## config.mk

```make
export PLATFORM = sky130hd
export DESIGN_NAME = edge_wait_sequencer
export DESIGN_NICKNAME = d
export VERILOG_FILES = /design/src/rtl/edge_wait_sequencer.sv
export SDC_FILE = /design/constraint.sdc
export NUM_CORES = 1
export LEC_CHECK = 0
export ABC_AREA = 1
export CORE_AREA = 4 4 118 92
export DETAILED_ROUTE_END_ITERATION = 10
export DIE_AREA = 0 0 122 96
export PLACE_DENSITY_LB_ADDON = 0.2
export SLEW_MARGIN = 20
export SYNTH_ARGS = -nofsm -noshare
export SYNTH_HDL_FRONTEND = slang
export SYNTH_SLANG_ARGS = --single-unit
```

## constraint.sdc

```tcl
create_clock -name clk -period 8.9 [get_ports clk]
set_input_delay 1.78 -clock clk [delete_from_list [all_inputs] [get_ports clk]]
set_output_delay 1.78 -clock clk [all_outputs]
set_load 0.01 [all_outputs]
```

## src/rtl/edge_wait_sequencer.sv

```systemverilog
// edge_wait_sequencer
//   Services "wait for N matching edges" requests on a monitored signal pair and
//   returns a completion carrying sig_a's level and a cycle timestamp at the
//   completing edge. Synthesizable stand-in for @(...) event waits.
//
// Ports
//   clk, rst          clock; asynchronous active-high reset
//   sig_a, sig_b      monitored signal and companion (negedge source for mode 3)
//   req_valid/ready   request handshake; req_mode (0 any,1 neg,2 pos,3 pos(a)|neg(b)),
//                     req_count (0 treated as 1)
//   cancel            abandons an active wait
//   done_valid/ready  completion handshake; done_level, done_time payload
//   busy              high while waiting or holding a completion
//
// Configuration
//   EDGE_WAIT_SYNC_EN  when defined, sig_a/sig_b pass through a 2-flop synchronizer
//                      and priming waits 3 clocks so the flush never looks like an edge.
module edge_wait_sequencer #(
    parameter int CNT_W = 8,
    parameter int TS_W  = 32
) (
    input  logic             clk,
    input  logic             rst,
    input  logic             sig_a,
    input  logic             sig_b,
    input  logic             req_valid,
    output logic             req_ready,
    input  logic [1:0]       req_mode,
    input  logic [CNT_W-1:0] req_count,
    input  logic             cancel,
    output logic             done_valid,
    input  logic             done_ready,
    output logic             done_level,
    output logic [TS_W-1:0]  done_time,
    output logic             busy
);

    typedef enum logic [1:0] {S_IDLE, S_WAIT, S_DONE} state_t;

    state_t            state_q, state_d;
    logic [1:0]        mode_q;
    logic [CNT_W-1:0]  target_q, target_d;
    logic [CNT_W-1:0]  cnt_q, cnt_d;
    logic [TS_W-1:0]   ts_q;
    logic              done_level_q, done_level_d;
    logic [TS_W-1:0]   done_time_q, done_time_d;
    logic              prev_a_q, prev_b_q;
    logic [1:0]        prime_cnt_q;
    logic              s_a, s_b;

    // ---------------------------------------------------------------- sampling
`ifdef EDGE_WAIT_SYNC_EN
    localparam logic [1:0] PRIME_CLKS = 2'd3;
    logic [1:0] sync_a_q, sync_b_q;

    always_ff @(posedge clk or posedge rst) begin
        if (rst) begin
            sync_a_q <= 2'b00;
            sync_b_q <= 2'b00;
        end else begin
            sync_a_q <= {sync_a_q[0], sig_a};
            sync_b_q <= {sync_b_q[0], sig_b};
        end
    end

    assign s_a = sync_a_q[1];
    assign s_b = sync_b_q[1];
`else
    localparam logic [1:0] PRIME_CLKS = 2'd1;
    assign s_a = sig_a;
    assign s_b = sig_b;
`endif

    // Edges only count once prev_* holds a real post-reset sample; otherwise a
    // signal that is already high at release would read as a rising edge.
    logic primed;
    assign primed = (prime_cnt_q == PRIME_CLKS);

    logic rise_a, fall_a, fall_b, match;
    assign rise_a = primed &  s_a & ~prev_a_q;
    assign fall_a = primed & ~s_a &  prev_a_q;
    assign fall_b = primed & ~s_b &  prev_b_q;

    always_comb begin
        case (mode_q)
            2'd0:    match = rise_a | fall_a;
            2'd1:    match = fall_a;
            2'd2:    match = rise_a;
            default: match = rise_a | fall_b;  // coincident rise/fall is one match
        endcase
    end

    logic accept, last_hit;
    logic [CNT_W-1:0] cnt_inc;
    assign accept   = req_valid & req_ready;
    assign cnt_inc  = cnt_q + CNT_W'(1);
    assign last_hit = match & (cnt_inc == target_q);

    // ---------------------------------------------------------------- FSM
    always_ff @(posedge clk or posedge rst) begin
        if (rst) state_q <= S_IDLE;
        else     state_q <= state_d;
    end

    always_comb begin
        state_d = state_q;
        case (state_q)
            S_IDLE: if (accept) state_d = S_WAIT;
            S_WAIT: begin
                // cancel wins over a completing edge in the same cycle
                if (cancel)        state_d = S_IDLE;
                else if (last_hit) state_d = S_DONE;
            end
            S_DONE: if (done_ready) state_d = S_IDLE;
            default: state_d = S_IDLE;
        endcase
    end

    always_comb begin
        req_ready  = (state_q == S_IDLE) & primed & ~rst;
        done_valid = (state_q == S_DONE);
        busy       = (state_q != S_IDLE);
        done_level = done_level_q;
        done_time  = done_time_q;
    end

    // ---------------------------------------------------------------- datapath
    always_comb begin
        target_d     = target_q;
        cnt_d        = cnt_q;
        done_level_d = done_level_q;
        done_time_d  = done_time_q;
        if (state_q == S_IDLE && accept) begin
            target_d = (req_count == '0) ? CNT_W'(1) : req_count;
            cnt_d    = '0;
        end else if (state_q == S_WAIT && !cancel && match) begin
            cnt_d = cnt_inc;
            if (last_hit) begin
                done_level_d = s_a;
                done_time_d  = ts_q;
            end
        end
    end

    always_ff @(posedge clk or posedge rst) begin
        if (rst) begin
            mode_q       <= 2'd0;
            target_q     <= '0;
            cnt_q        <= '0;
            ts_q         <= '0;
            done_level_q <= 1'b0;
            done_time_q  <= '0;
            prev_a_q     <= 1'b0;
            prev_b_q     <= 1'b0;
            prime_cnt_q  <= 2'd0;
        end else begin
            if (state_q == S_IDLE && accept) mode_q <= req_mode;
            target_q     <= target_d;
            cnt_q        <= cnt_d;
            ts_q         <= ts_q + TS_W'(1);
            done_level_q <= done_level_d;
            done_time_q  <= done_time_d;
            prev_a_q     <= s_a;
            prev_b_q     <= s_b;
            if (!primed) prime_cnt_q <= prime_cnt_q + 2'd1;
        end
    end

endmodule

```

==> run summary <==
Max Clock Skew = 0.0106 ns
Chip height = 96 um
Slew headroom = 0.445
Final setup viols = 0
Max stage delay on crit path = 0.55 ns
Pre-CTS setup slack = 3.90 ns
Drt first pass iters = 4
Sw frac = 0.250
Internal power = 685 uW
Most frequent cells in the layout = nand2_1, dfrtp_1, inv_1
Worst skew pair latency = 0.34 ns
Pin count of the biggest net entering global routing = 76
Layout cells sized above 1 = 0.0559
Core box area = 9580 um2
Num Clock Sinks = 89
Crit path buf inv count = 3
Flop pwr share = 0.469
Gpl congestion = 0.876
Final hold viol count = 0
Seq/Total Area, Yosys = 0.520
Reg2reg setup slack = 5.93 ns
Die width = 122 um
Syn Nets = 522
H-tree Lvls = 3
Setup crit end kind = output port
Most numerous cell on the critical path = clkdlybuf4s50_1
Post-DRT Antenna Nets = 0
TritonCTS clock tree = built
Initial Utilization = 0.447
Routed wire length = 9610 um
Yosys warnings = 0
Antenna cells = 0
Vias in the first global route = 3383
Post-synth cell types = 32
Post-CTS sizing = 0
Area post-placement = 4890 um2
Die footprint = 11700 um2
Mean post-synth cell area = 8.58 um2
Synth top area share = 0.520
Via/cell ratio = 4.98
Worst Tran Pin Value = 0.831 ns
Achievable clock frequency = 201 MHz
# Post-CTS Setup Buffers = 0
Slowest CP cell = clkdlybuf4s50_1
Clk root buf = clkbuf_16
Critical path peak fanout = 16
Detailed placement HPWL = 6650 um
Hold Buf Count CTS = 0
Period minus WS final = 4.97 ns
IO buf count = 52
Crit path max-delay family = buffers and inverters
Comb pwr share = 0.115
Synth Instances = 499
First-pass GRT wire length = 16800 um
# IOs = 53
Worst EP arrival = 3.19 ns
VDD IR-drop max = 0.0000957 V
Crit path cell chain = clkdlybuf4s50_1 > clkinv_2 > nand2_1 > nor2_1 > clkdlybuf4s50_1
GRT Total Usage = 0.182
Final Power = 914 uW
Leakage Power = 2.52 nW
Wirelength per Cell = 14.0 um
Psw = 229 uW
Final Worst Setup Slack = 3.93 ns
First DRT Iteration DRCs = 244
Unrepaired setup endpoints after global routing = no
Max-slew violation count = 0
Row cnt = 31
Final setup TNS = 0 ns
Synth area leaders = dfrtp_1, nand2_1, nand4_1
Longest Clk Path Bufs = 2
Total CTS buffers = 9
DRC viols = 0
Nets = 574
Clock power frac = 0.416
Initial antenna violation count = 0
Multi-input logic area = 1740 um2
Fill cells = 894
Pwr dens = 175 nW/um2
Worst Path Class, Setup = input port to output port
Leading area contributor after synthesis = dfrtp_1
Synthesized area = 4280 um2
Grt ovf = 0
Outcome = completed
Seq cells post-synth = 89
Final instance area = 5220 um2
Crit share post-route = 0.559
CP Launch Type = input port
Area delta synth->final = 21.9%
Max-cap check violation count = 0
Leading cell type in the layout, fill and taps excluded = nand2_1
Clock slew at reported path FFs = 0.06 ns
Hold Path Class = register to register
Register Area = 2230 um2
Required time of the critical path = 7.12 ns
Via count = 3422
## flip-flops by register name, indices dropped and copies added, names as in the netlist
name and cells:
prev_b_q 1, done_level 1, cnt_q 8, target_q 8, ts_q 32, prime_cnt_q 2, prev_a_q 1, done_time 32
state_q 2, mode_q 2
## cell usage after synthesis
| cell | count |
|---|---|
| xnor2_1 | 8 |
| clkbuf_1 | 4 |
| nand2_2 | 2 |
| ha_1 | 6 |
| nor3_1 | 12 |
| nand4_1 | 42 |
| a21oi_1 | 2 |
| nor2_2 | 2 |
| o21ai_0 | 15 |
| buf_2 | 4 |
| a31oi_1 | 1 |
| and2_1 | 1 |
| o22ai_1 | 5 |
| buf_4 | 3 |
| nand2_1 | 151 |
| nand3_1 | 22 |
| nor2_4 | 2 |
| xor2_1 | 21 |
| nand3_2 | 2 |
| buf_6 | 3 |
| inv_2 | 4 |
| nand3b_1 | 2 |
| nor2_1 | 29 |
| o21ai_1 | 1 |
| dfrtp_1 | 89 |
| inv_1 | 57 |
| nand3_4 | 1 |
| a41oi_1 | 1 |
| nor3b_1 | 1 |
| and3_1 | 1 |
| xor2_2 | 1 |
| nor4_1 | 4 |
## worst reg2reg max path, cell delays in order (launching register included)
cell and delay, ns:
dfrtp_1 0.36, inv_1 0.08, ha_1 0.34, nor2_1 0.11, nand3_1 0.07, nand3_1 0.11, nand2_1 0.09, nor2_1 0.13
nand3_2 0.10, nor2_4 0.64, nand3_4 0.56, nand2_1 0.20, nand2_1 0.07
## path summary, 6_finish.rpt
check | end | from | cells after the start
max | req_ready | rst | 5
max reg2reg | done_time[14] | mode_q[0] | 12
max in group asynchronous | cnt_q[4] | rst | 4
min reg2reg | done_time[5] | done_time[5] | 2
min | done_time[5] | done_time[5] | 2
min in group asynchronous | done_time[24] | rst | 2
## layout make-up
type / count / area share
Timing Repair Buffer: 55 / 0.108
Clock inverter: 2 / 0.00719
Inverter: 61 / 0.0441
Sequential cell: 89 / 0.427
Clock buffer: 13 / 0.0499
Multi-Input combinational cell: 335 / 0.333
Tap cell: 132 / 0.0316
## logic make-up (layout without fill, tap and decap cells)
kind of cell	count (synthesis)	count (layout)	share of synthesized area
AOI/OAI and AO/OA	25	25	0.0318
xor gates and xnor gates	30	30	0.0631
adders and majority gates	6	6	0.0175
buffers and inverters	75	131	0.0748
DFF	89	89	0.520
and+or+nand+nor	274	274	0.293
## power by group through the flow
stage / logic [mW] / registers (mW) / clock network (mW)
after floorplan: 0.0742 / 0.434 / 0
after global placement: 0.101 / 0.436 / 0
after detailed placement: 0.104 / 0.436 / 0
after CTS: 0.105 / 0.429 / 0.389
after global routing: 0.121 / 0.430 / 0.409
final: 0.105 / 0.429 / 0.381
## per-layer routing
metal  vias up  part of all wire  GRT usage  wire [um]
li1       1716                 -          -          -
met1      1638              0.49      0.258       4740
met2        62              0.45      0.275       4310
met3         6             0.049     0.0511        474
met5         -                 0          0          0
met4         0            0.0088     0.0504         85
## stage by stage
step                      std cells   util  hold WS (ns)
after floorplan                 499      -         0.443
after global placement          671  0.511         0.458
after detailed placement        671  0.511         0.458
after CTS                       686  0.542         0.473
after global routing            687  0.545         0.495
final                           687  0.545         0.468
No activity file was read; power rests on OpenSTA's default activity.
